File: config.mk
export PLATFORM = sky130hd
export DESIGN_NAME = alu_hilo_seq_muldiv_flat
export DESIGN_NICKNAME = d
export VERILOG_FILES = /design/src/rtl/alu_hilo_seq_muldiv_if.sv /design/src/rtl/alu_hilo_seq_muldiv.sv /design/src/flat_wrapper.sv
export SDC_FILE = /design/constraint.sdc
export NUM_CORES = 1
export LEC_CHECK = 0
export CAP_MARGIN = 0
export CORE_UTILIZATION = 34
export DETAILED_ROUTE_END_ITERATION = 16
export HOLD_SLACK_MARGIN = 0.02
export SYNTH_ARGS = -nofsm -noshare
export SYNTH_HDL_FRONTEND = slang
export SYNTH_SLANG_ARGS = --single-unit
File: constraint.sdc
create_clock -name clock -period 7.6 [get_ports clock]
set_input_delay 1.14 -clock clock [delete_from_list [all_inputs] [get_ports clock]]
set_output_delay 1.14 -clock clock [all_outputs]
set_load 0.05 [all_outputs]
File: src/rtl/alu_hilo_seq_muldiv_if.sv
// Issue / move-to / result bundle between decode-EX and the HI/LO multiply-divide engine.
interface alu_hilo_seq_muldiv_if #(parameter int DATA_W = 32);
    logic              start;
    logic [1:0]        op;
    logic [DATA_W-1:0] data1;
    logic [DATA_W-1:0] data2;
    logic              wr_hi;
    logic              wr_lo;
    logic [DATA_W-1:0] wr_data;
    logic              busy;
    logic              done;
    logic              divz;
    logic [DATA_W-1:0] hi;
    logic [DATA_W-1:0] lo;

    modport master (
        output start, op, data1, data2, wr_hi, wr_lo, wr_data,
        input  busy, done, divz, hi, lo
    );

    modport slave (
        input  start, op, data1, data2, wr_hi, wr_lo, wr_data,
        output busy, done, divz, hi, lo
    );
endinterface

File: src/rtl/alu_hilo_seq_muldiv.sv
// Radix-2 iterative multiply/divide engine owning the architectural HI/LO pair.
// The divide datapath is present only when ALU_HILO_SEQ_DIV_EN is defined.
module alu_hilo_seq_muldiv #(
    parameter int DATA_W = 32
) (
    input  logic                 clock,
    input  logic                 reset_n,
    alu_hilo_seq_muldiv_if.slave bus
);
    typedef enum logic [1:0] {IDLE = 2'd0, LOAD = 2'd1, RUN = 2'd2, FIX = 2'd3} state_t;

    localparam logic [DATA_W-1:0]   ZERO_W   = {DATA_W{1'b0}};
    localparam logic [DATA_W-1:0]   ONE_W    = DATA_W'(1);
    localparam logic [DATA_W-1:0]   CNT_INIT = DATA_W'(DATA_W - 1);
    localparam logic [2*DATA_W-1:0] ONE_2W   = (2*DATA_W)'(1);

    state_t              state_r;
    logic [1:0]          op_r;
    logic                sgn1_r;
    logic                sgn2_r;
    logic [DATA_W-1:0]   opa_r;
    logic [DATA_W-1:0]   opb_r;
    logic [2*DATA_W-1:0] acc_r;
    logic [DATA_W-1:0]   cnt_r;
    logic [DATA_W-1:0]   hi_r;
    logic [DATA_W-1:0]   lo_r;
    logic                busy_r;
    logic                done_r;
    logic                divz_r;

    logic [DATA_W:0]     mul_sum_s;
    logic [2*DATA_W-1:0] mul_next_s;
    logic [2*DATA_W-1:0] prod_s;
    logic [DATA_W-1:0]   res_hi_s;
    logic [DATA_W-1:0]   res_lo_s;
    logic                res_wr_s;
    logic                res_dz_s;
`ifdef ALU_HILO_SEQ_DIV_EN
    logic [DATA_W:0]     rem_sh_s;
    logic [DATA_W+1:0]   diff_s;
    logic [2*DATA_W-1:0] div_next_s;
`endif

    function automatic logic [DATA_W-1:0] neg_w(input logic [DATA_W-1:0] v, input logic en);
        if (en) neg_w = ~v + ONE_W;
        else    neg_w = v;
    endfunction

    function automatic logic [2*DATA_W-1:0] neg_2w(input logic [2*DATA_W-1:0] v, input logic en);
        if (en) neg_2w = ~v + ONE_2W;
        else    neg_2w = v;
    endfunction

    // Single-step datapath for shift-add / restoring divide, plus sign-fixed final results.
    always_comb begin
        mul_sum_s = {1'b0, acc_r[2*DATA_W-1:DATA_W]};
        if (acc_r[0]) mul_sum_s = {1'b0, acc_r[2*DATA_W-1:DATA_W]} + {1'b0, opa_r};
        else          mul_sum_s = {1'b0, acc_r[2*DATA_W-1:DATA_W]};
        mul_next_s = {mul_sum_s, acc_r[DATA_W-1:1]};
        prod_s     = neg_2w(acc_r, sgn1_r ^ sgn2_r);
        res_hi_s   = prod_s[2*DATA_W-1:DATA_W];
        res_lo_s   = prod_s[DATA_W-1:0];
        res_wr_s   = 1'b1;
        res_dz_s   = 1'b0;
`ifdef ALU_HILO_SEQ_DIV_EN
        // Partial remainder shifted left with the next dividend bit; a clear top bit of diff means it fits.
        rem_sh_s = {acc_r[2*DATA_W-1:DATA_W], acc_r[DATA_W-1]};
        diff_s   = {1'b0, rem_sh_s} - {2'b00, opb_r};
        if (!diff_s[DATA_W+1]) div_next_s = {diff_s[DATA_W-1:0], acc_r[DATA_W-2:0], 1'b1};
        else                   div_next_s = {rem_sh_s[DATA_W-1:0], acc_r[DATA_W-2:0], 1'b0};
        if (op_r[1]) begin
            if (opb_r == ZERO_W) begin
                res_hi_s = neg_w(opa_r, sgn1_r);
                res_lo_s = {DATA_W{1'b1}};
                res_dz_s = 1'b1;
            end else begin
                res_hi_s = neg_w(acc_r[2*DATA_W-1:DATA_W], sgn1_r);
                res_lo_s = neg_w(acc_r[DATA_W-1:0], sgn1_r ^ sgn2_r);
                res_dz_s = 1'b0;
            end
        end else begin
            res_dz_s = 1'b0;
        end
`else
        if (op_r[1]) res_wr_s = 1'b0;
        else         res_wr_s = 1'b1;
`endif
    end

    // Control FSM, operand/accumulator state and the architectural HI/LO registers.
    always_ff @(posedge clock or negedge reset_n) begin
        if (!reset_n) begin
            state_r <= IDLE;
            op_r    <= 2'b00;
            sgn1_r  <= 1'b0;
            sgn2_r  <= 1'b0;
            opa_r   <= ZERO_W;
            opb_r   <= ZERO_W;
            acc_r   <= {2*DATA_W{1'b0}};
            cnt_r   <= ZERO_W;
            hi_r    <= ZERO_W;
            lo_r    <= ZERO_W;
            busy_r  <= 1'b0;
            done_r  <= 1'b0;
            divz_r  <= 1'b0;
        end else begin
            done_r <= 1'b0;
            if (!busy_r) begin
                if (bus.wr_hi) hi_r <= bus.wr_data;
                if (bus.wr_lo) lo_r <= bus.wr_data;
            end
            case (state_r)
                IDLE: begin
                    if (bus.start) begin
                        op_r   <= bus.op;
                        sgn1_r <= bus.op[0] & bus.data1[DATA_W-1];
                        sgn2_r <= bus.op[0] & bus.data2[DATA_W-1];
                        opa_r  <= neg_w(bus.data1, bus.op[0] & bus.data1[DATA_W-1]);
                        opb_r  <= neg_w(bus.data2, bus.op[0] & bus.data2[DATA_W-1]);
                        divz_r <= 1'b0;
`ifdef ALU_HILO_SEQ_DIV_EN
                        busy_r  <= 1'b1;
                        state_r <= LOAD;
`else
                        // Divides are acknowledged without running: straight to FIX with busy low.
                        if (bus.op[1]) begin
                            state_r <= FIX;
                        end else begin
                            busy_r  <= 1'b1;
                            state_r <= LOAD;
                        end
`endif
                    end
                end
                LOAD: begin
                    if (op_r[1]) acc_r <= {ZERO_W, opa_r};
                    else         acc_r <= {ZERO_W, opb_r};
                    cnt_r   <= CNT_INIT;
                    state_r <= RUN;
                end
                RUN: begin
`ifdef ALU_HILO_SEQ_DIV_EN
                    if (op_r[1]) acc_r <= div_next_s;
                    else         acc_r <= mul_next_s;
`else
                    acc_r <= mul_next_s;
`endif
                    if (cnt_r == ZERO_W) state_r <= FIX;
                    else                 cnt_r   <= cnt_r - ONE_W;
                end
                FIX: begin
                    if (res_wr_s) begin
                        hi_r <= res_hi_s;
                        lo_r <= res_lo_s;
                    end
                    divz_r  <= res_dz_s;
                    busy_r  <= 1'b0;
                    done_r  <= 1'b1;
                    state_r <= IDLE;
                end
                default: begin
                    state_r <= IDLE;
                    busy_r  <= 1'b0;
                end
            endcase
        end
    end

    assign bus.busy = busy_r;
    assign bus.done = done_r;
    assign bus.divz = divz_r;
    assign bus.hi   = hi_r;
    assign bus.lo   = lo_r;
endmodule

File: src/flat_wrapper.sv
// flat-port wrapper written by rule: the top's interface ports become plain ports
module alu_hilo_seq_muldiv_flat 
#(
    parameter int DATA_W = 32
)
  (clock, reset_n, bus_start, bus_op, bus_data1, bus_data2, bus_wr_hi, bus_wr_lo, bus_wr_data, bus_busy, bus_done, bus_divz, bus_hi, bus_lo);
  alu_hilo_seq_muldiv_if #(.DATA_W(DATA_W)) bus_i ();
  input  logic clock;
  input  logic reset_n;
  input wire logic [$bits(bus_i.start)-1:0] bus_start;
  input wire logic [$bits(bus_i.op)-1:0] bus_op;
  input wire logic [$bits(bus_i.data1)-1:0] bus_data1;
  input wire logic [$bits(bus_i.data2)-1:0] bus_data2;
  input wire logic [$bits(bus_i.wr_hi)-1:0] bus_wr_hi;
  input wire logic [$bits(bus_i.wr_lo)-1:0] bus_wr_lo;
  input wire logic [$bits(bus_i.wr_data)-1:0] bus_wr_data;
  output wire logic [$bits(bus_i.busy)-1:0] bus_busy;
  output wire logic [$bits(bus_i.done)-1:0] bus_done;
  output wire logic [$bits(bus_i.divz)-1:0] bus_divz;
  output wire logic [$bits(bus_i.hi)-1:0] bus_hi;
  output wire logic [$bits(bus_i.lo)-1:0] bus_lo;
  assign bus_i.start = bus_start;
  assign bus_i.op = bus_op;
  assign bus_i.data1 = bus_data1;
  assign bus_i.data2 = bus_data2;
  assign bus_i.wr_hi = bus_wr_hi;
  assign bus_i.wr_lo = bus_wr_lo;
  assign bus_i.wr_data = bus_wr_data;
  assign bus_busy = bus_i.busy;
  assign bus_done = bus_i.done;
  assign bus_divz = bus_i.divz;
  assign bus_hi = bus_i.hi;
  assign bus_lo = bus_i.lo;
  alu_hilo_seq_muldiv #(.DATA_W(DATA_W)) u_core (.clock(clock), .reset_n(reset_n), .bus(bus_i));
endmodule
# Word level (Yosys, flattened, before mapping)
# Cells that the tools add are included.
dict set report word_totals {
  reg_bits 233
  in_bits 103
  output_inout_bits 67
  wordCells 66
}
dict set report classes {
  n_addsub 5
  eq_ne 7
  mux 26
  bitwise_logic 6
  n_reduce_logical 9
}
# op count
set op_table {}
lappend op_table {{$mux 32} 12}
lappend op_table {{$pmux 64 s2} 1}
lappend op_table {{$add 32x1->32 const B} 2}
lappend op_table {{$add 64x1->64 const B} 1}
lappend op_table {{$mux 64} 1}
lappend op_table {{$not 32->32} 2}
lappend op_table {{$not 64->64} 1}
lappend op_table {{$pmux 32 s2} 1}
lappend op_table {{$add 32x32->33} 1}
lappend op_table {{$mux 33} 1}
lappend op_table {{$logic_not 32->1} 1}
lappend op_table {{$sub 32x1->32 const B} 1}
lappend op_table {{$pmux 2 s4} 1}
lappend op_table {{$reduce_and 2->1} 4}
lappend op_table {{$mux 2} 3}
lappend op_table {{$ne 2x2->1 const B} 3}
lappend op_table {{$eq 2x2->1 const B} 2}
lappend op_table {{$mux 1} 4}
lappend op_table {{$pmux 1 s2} 2}
lappend op_table {{$reduce_bool 2->1} 2}
lappend op_table {{$reduce_and 3->1} 1}
lappend op_table {{$and 1x1->1} 2}
lappend op_table {{$eq 2x1->1 const B} 1}
lappend op_table {{$logic_not 2->1} 1}
lappend op_table {{other kinds (2)} 2}

# Longest topological paths before layout
# Gate-level depths: netlist of run 1.
dict set report depth {
  depth_word 5
  depth_mapped 11
  depth_no_buf 11
}

# Worst setup path after synthesis of run 1
# No wires, ideal clock.
dict set report synth_path {
  path_type {input to register}
  start {in bus_data2[4]}
  end {reg u_core.opb_r[25]}
  setup_ns 0.129
  arrival_time_ns 3.148
  t_required_ns 7.471
  slack_ns 4.323
  cell_stages 7
  n_path_buf 0
  path_cell_list {or3_4 -> or4_4 -> or4_4 -> or3_4 -> o31ai_4 -> xor2_1 -> o21ai_1}
}
dict set report synth_via {
  elab_chain_cells 3
}
# element line_no
set synth_lines {}
lappend synth_lines {{start: declaration} flat_wrapper.sv:13} ;# input wire logic [$bits(bus_i.data2)-1:0] bus_data2;
lappend synth_lines {{$not 32->32} alu_hilo_seq_muldiv.sv:45} ;# if (en) neg_w = ~v + ONE_W;
lappend synth_lines {{$add 32x1->32} alu_hilo_seq_muldiv.sv:45}
lappend synth_lines {{$mux 32} alu_hilo_seq_muldiv.sv:45}
lappend synth_lines {{end signal: assignment} alu_hilo_seq_muldiv.sv:119} ;# opb_r <= neg_w(bus.data2, bus.op[0] & bus.data2[DATA_W-1]);
lappend synth_lines {{end: declaration} alu_hilo_seq_muldiv.sv:22} ;# logic [DATA_W-1:0] opb_r;
# No other way between the ends.
# A chain may end at the register's enable or synchronous reset.

# Worst setup path after layout of run 1
dict set report layout_path {
  start {in bus_data2[2]}
  end {reg u_core.opb_r[28]}
}
# The elaborated chain is that of the path after synthesis.

==> out/metrics.cfg, run 1 <==
[run_status]
status=complete, no violations

[critical_path]
regToRegStartpoint=u_core.acc_r[32]
r2r_slack_ns=4.44
critPathKind=in2reg
r2r_cells=11
crit_fanout=7
worst_setup_path_end_kind=flop
cp_data_arrival_time_ns=4.10
worst_setup_path_start_kind=input pin
crit_chain=clkdlybuf4s50_1, or3_4, nor3b_1, nand3b_1, nor3_1, nand2_1, o31ai_1, xor2_1, o21ai_0
crit_slowest_cell=nor3_1
slowest_delay_ns=0.78
cp.required_ns=8.00
reg2reg_to=u_core.acc_r[59]

[power_and_ir_drop]
p_leak_nw=7.34
power_mw=8.35
power_frac_comb_pct=55.3
ir_drop_uv=221
swShare_pct=48.3
p_int_mw=4.32
netSwitchingPower_mw=4.03
seq_power_share_pct=29.2
clkPwrFrac_pct=15.5
power.density_nw_per_um2=468

[global_routing]
grt_pass1_wl_um=69100
grt.overflow.total=0
grt_max_degree=134
grt_usage_pct=19.9
antenna_found_initial=1
grt_pass1_vias=12000

[clocking]
post_cts_resized=0
clk_pin_slew_ns=0.07
cts-root-buf=clkbuf_16
numCtsBuffers=28
clk_latency_ns=0.56
cts_tree=built
cts.sinks=231
cts_hold_buf=0
postCtsSetupRepairBufs=0
h-tree-depth=1
clockBufferDepth=3

[detailed_routing]
detail-route-antenna-nets=0
firstDrtPassIters=5
drt_wl_total_um=44000
first_iter_violations=740
num_vias=12400
wl_per_cell_um=18.6
drc=0
drt-vias-per-instance=5.26

[floorplan]
die_h_um=210
initial_core_util_pct=34.8
io-pin-count=170
core.rowCount=75
fp.coreArea_um2=42300
die_w_um=210
design.die.area_um2=44200

[sta]
hold_viol=0
finClkSkew_ns=0.0124
fin_crit_sh_pct=48.7
finalMaxSlewViolations=0
setup_viol=0
finalCriticalPeriod_ns=3.70
rsz0062_at_grt=no
final.setup.worst_slack_ns=3.90
tightest_slew_ns=1.18
setup_tns_ns=0
relSlewSlack_pct=21.1
clock.fmax_ghz=0.270

[synthesis]
synth-seq-cells=231
synth_fa_ha_area_share_pct=3.61
synth_seq_area_share_pct=39.2
yosysTopAreaCell=dfrtp_1
synth_edf_count=0
synth_top_family_by_area=compound AO/OA/AOI/OAI gates
post_synth.cell_area_avg_um2=8.96
ys_types=78
synth_area_leaders=dfrtp_1 (39%), o21ai_0 (6.4%), mux2i_1 (5.8%)
synth_cells=1646
synth_mux_area_share_pct=9.66
synth_xor_area_share_pct=9.62
synth_compound_area_share_pct=18.2
synth_ff_type=dfrtp_1
synthSimpleGateAreaFrac_pct=16.4
yosysWarnings=0
synthArstFlopShare_pct=100
synth_nets=1791
synth_top_area_share_pct=39.2
synth_area_um2=14700

[cells_and_area]
fin_nets=1910
n_fill_cell=4144
antenna_cells=0
drive_gt1_share_pct=7.89
syn2layout_area_growth_pct=20.9
regArea_um2=5780
multiInputGateArea_um2=8540

[min_path]
min_path_type=reg2reg
hold_path_end=u_core.opb_r[2]
worstHoldStart=u_core.opb_r[2]
hold-path-cell-count=2

[placed_design]
portBuffers=168
place.gp.congestion=0.898
place_hpwl_um=33900
preCtsSetupSlack_ns=3.35

[flow_run]
cap_viol_max_count=0

[power groups by stage]
stage	combinational (mW)	sequential [mW]	clock [mW]
6_report	4.62	2.44	1.29
5_1_grt	5.07	2.51	1.39
3_3_place_gp	4.55	2.43	0
4_1_cts	4.61	2.43	1.33
2_1_floorplan	2.81	2.79	0
3_5_place_dp	4.60	2.46	0
[synth_stat cells (all sizes together) (12+ instances only)]
cell type	n
dfrtp	231
nand2	226
o21ai	202
a21oi	101
nor2	99
xnor2	88
mux2i	85
clkbuf	75
xor2	74
mux2	51
ha	41
inv	34
o31ai	34
nand3	32
nor3	31
o41ai	18
or3	18
buf	15
a31oi	14
nor2b	13
o22ai	13
or4	13
nor4	12
[final cells by class]
cell class / instances / area share, %
clock buffers: 43 / 4.70
flip-flops and latches: 231 / 32.4
multi-input cells: 1290 / 47.9
inverters: 35 / 0.737
repair buffers: 179 / 9.92
clock inverters: 9 / 0.309
well taps: 577 / 4.05
[flip-flops by register name, indices dropped and copies added, names as in the netlist]
signal           cells
u_core.sgn2_r        1
u_core.op_r          1
u_core.cnt_r        32
u_core.acc_r        64
u_core.state_r       2
u_core.sgn1_r        1
u_core.bus.lo       32
u_core.opa_r        32
u_core.bus.busy      1
u_core.opb_r        32
u_core.bus.done      1
u_core.bus.hi       32
[cell families after synthesis]
| kind of cell | count (synthesis) |
|---|---|
| other cells | 1 |
| mux | 136 |
| fa+ha+maj | 42 |
| flops | 231 |
| xor+xnor | 162 |
| buf+inv | 125 |
| simple gates | 500 |
| compound gates | 449 |
[how the worst max path moves through the flow]
stage	startpoint	endpoint	slack, ns	depth (start not counted)
global route	bus_data2[2]	u_core.opb_r[28]	3.73	9
finish	bus_data2[2]	u_core.opb_r[28]	3.90	9
detailed placement	bus_data2[2]	u_core.opb_r[28]	3.35	9
floorplan	bus_data2[4]	u_core.opb_r[25]	4.32	7
global placement	bus_data2[2]	u_core.opb_r[28]	3.38	9
CTS	bus_data2[2]	u_core.opb_r[28]	3.95	9
[stage by stage]
step	cells	hold WS (ns)	area [um2]	util, %
floorplan	1646	0.440	14700	-
global placement	2312	0.454	16900	40.0
detailed placement	2312	0.469	16900	40.0
CTS	2364	0.482	17800	42.1
global route	2364	0.497	17800	42.1
finish	2364	0.479	17800	42.1
[layer usage]
layer  track usage (%)  vias to the layer above  wire length, um
met2              29.7                      355            18600
met4              4.35                        2              646
li1                  -                     6124                -
met5                 0                        -               13
met1              30.1                     5913            22200
met3              2.80                       42             2620
[critical path, delay by kind of cell]
family                 cells  cell delay [ns]
AO/OA/AOI/OAI              2             0.37
XOR/XNOR                   1             0.16
buffers and inverters      1             0.50
AND/OR/NAND/NOR            5             1.93
[cells in the final DEF (no fill, tap or decap), types with 8 or more instances in the layout]
master / instances
a21oi_1: 101
a31oi_1: 14
and3_1: 9
buf_4: 11
clkbuf_1: 8
clkbuf_16: 29
clkdlybuf4s50_1: 167
dfrtp_1: 230
ha_1: 39
inv_1: 34
mux2_2: 51
mux2i_1: 85
nand2_1: 224
nand2b_1: 10
nand3_1: 32
nor2_1: 97
nor2b_1: 11
nor3_1: 30
nor4_1: 8
o211ai_1: 11
o21a_1: 11
o21ai_0: 188
o21ai_1: 14
o22ai_1: 13
o2bb2ai_1: 11
o31ai_1: 32
o41ai_1: 15
or3_1: 16
or4_1: 9
xnor2_1: 87
xor2_1: 73
No activity file was read; power rests on OpenSTA's default activity.
==> inputs of run 2 (changes only) <==
Clock period 7.6 ns to 3.56 ns, I/O delays scaled along.
==> run 2 against run 1 <==
Against the previous run:
- final cell count up 0.59%
- combinational power up 120%
- worst setup slack worse by 3.4 ns
- sequential share of layout area down 0.43 points
- largest cell class unchanged
- highest routed layer unchanged
==> out/metrics.cfg, run 2 (same netlist as run 1, synthesis figures left out) <==
[critical_path]
worst_setup_path_start_kind=flop
cp_data_arrival_time_ns=3.45  ; -0.65 ns
critPathKind=reg2reg
r2r_slack_ns=0.52  ; -3.92 ns
worst_setup_path_end_kind=flop
crit_fanout=7  ; unchanged
r2r_cells=9  ; -2
cp.required_ns=3.97  ; -4.03 ns
reg2reg_to=u_core.acc_r[56]
regToRegStartpoint=u_core.acc_r[33]

[placed_design]
place_area_um2=17200  ; +1.2%
place.gp.congestion=0.908  ; +1.2%
portBuffers=168  ; unchanged
place_hpwl_um=35100  ; +3.5%

[sta]
finalMaxSlewViolations=0  ; unchanged
finalCriticalPeriod_ns=3.04
fin_crit_sh_pct=85.4
tightest_slew_ns=1.05  ; -0.124 ns
finClkSkew_ns=0.0203  ; +0.00790 ns
clock.fmax_ghz=0.329
hold_viol=0  ; unchanged
setup_viol=0  ; unchanged
rsz0062_at_grt=no
relSlewSlack_pct=29.4  ; +8.3 points
setup_tns_ns=0  ; unchanged

[run_status]
status=complete, no violations

[flow_run]
cap_viol_max_count=0  ; unchanged

[detailed_routing]
drt-vias-per-instance=5.30  ; +0.68%
drc=0  ; unchanged
wl_per_cell_um=18.9  ; +1.7%
first_iter_violations=777  ; +5.0%
detail-route-antenna-nets=0  ; unchanged
drt_wl_total_um=45100  ; +2.3%
num_vias=12600  ; +1.3%
firstDrtPassIters=5  ; unchanged

[clocking]
cts-root-buf=clkbuf_16
numCtsBuffers=26  ; -7.1%
clockBufferDepth=3  ; unchanged
postCtsSetupRepairBufs=0  ; unchanged
clk_pin_slew_ns=0.06  ; about the same
h-tree-depth=1  ; unchanged
cts_tree=built
post_cts_resized=0  ; unchanged
cts.sinks=231  ; unchanged
clk_latency_ns=0.55  ; about the same
cts_hold_buf=0  ; unchanged

[floorplan]
design.die.area_um2=44200  ; unchanged
initial_core_util_pct=34.8  ; unchanged
die_h_um=210  ; unchanged
io-pin-count=170  ; unchanged
core.rowCount=75  ; unchanged
fp.coreArea_um2=42300  ; unchanged
die_w_um=210  ; unchanged

[cells_and_area]
antenna_cells=0  ; unchanged
fin_nets=1926  ; +0.84%
layout_commonest_cell=dfrtp_1
design_area_um2=18100  ; +1.3%
utilization_pct=42.7  ; +0.56 points
drive_gt1_share_pct=8.94  ; +1.0 points
mostFrequentLayoutCells=dfrtp_1 (230), nand2_1 (224), o21ai_0 (188), clkdlybuf4s50_1 (167), a21oi_1 (101)
top_register=u_core.acc_r
largest_reg_flops=64  ; unchanged
syn2layout_area_growth_pct=22.5

[global_routing]
grt.overflow.total=0  ; unchanged
grt_pass1_wl_um=70800  ; +2.5%
antenna_found_initial=1  ; unchanged
grt_max_degree=109  ; -19%
grt_usage_pct=20.3  ; +0.47 points
grt_pass1_vias=12100  ; +1.2%

[power_and_ir_drop]
power.density_nw_per_um2=1010  ; +110%
ir_drop_uv=538  ; +140%
p_leak_nw=7.47  ; +1.8%
power_mw=18.2  ; +120%

[min_path]
min_path_type=in2async

-- run 2: cell types whose count changed in the layout (fill, tap and decap cells not counted) --
cell | before | now
clkbuf_16 | 29 | 27
clkbuf_8 | 6 | 4
buf_12 | 0 | 6
clkinv_4 | 1 | 0
bufinv_16 | 0 | 4
clkinvlp_4 | 1 | 2
buf_4 | 11 | 23
clkbuf_1 | 8 | 2
clkinv_2 | 6 | 8
-- run 2: stage by stage --
step	setup WS, ns	instances	hold slack [ns]
floorplan	0.889	1646	0.238
global placement	0.296	2330	0.460
detailed placement	0.266	2330	0.467
CTS	0.489	2378	0.0997
global route	0.327	2378	0.107
finish	0.519	2378	0.0396
-- run 2: cell type report --
cell class	instances	area, um2
clock inverters	15	184
repair buffers	197	1980
multi-input cells	1290	8540
flip-flops and latches	231	5780
well taps	577	722
fillers	4160	24200
inverters	35	131
clock buffers	33	738
-- run 2: worst max-delay path: stages (launching register included) --
cell      delay (ns)
dfrtp_1         0.48
ha_1            0.36
a211o_1         0.33
a21o_1          0.18
a311o_1         0.39
nor2_1          0.16
nor3_1          0.08
nor3_1          0.53
xor2_1          0.26
o221ai_1        0.13
-- run 2: layer usage --
| metal | vias up | routed length, um | global-route usage (%) |
|---|---|---|---|
| met2 | 351 | 19500 | 30.7 |
| met3 | 41 | 2410 | 2.74 |
| met1 | 6019 | 22400 | 30.6 |
| met4 | 2 | 742 | 4.48 |
| li1 | 6182 | - | - |
| met5 | - | 13 | 0 |
-- run 2: how the worst max path moves through the flow --
stage                startpoint                 to  slack (ns)  cells past startpoint
2_1_floorplan      bus_data2[4]   u_core.opb_r[25]        0.89                      7
3_3_place_gp       bus_data2[2]   u_core.opb_r[29]        0.30                      9
3_5_place_dp       bus_data2[2]   u_core.opb_r[25]        0.27                      8
4_1_cts        u_core.acc_r[33]  u_core.bus.hi[31]        0.49                      8
5_1_grt        u_core.acc_r[33]  u_core.bus.hi[31]        0.33                      8
6_report       u_core.acc_r[33]   u_core.acc_r[56]        0.52                      9
-- run 2: power breakdown --
group	internal [mW]	leakage, nW	total, mW	switching, mW
clock network	1.75	0.456	2.87	1.12
logic	3.94	4.09	10.0	6.10
registers	3.80	2.92	5.27	1.47
total	9.49	7.47	18.2	8.69
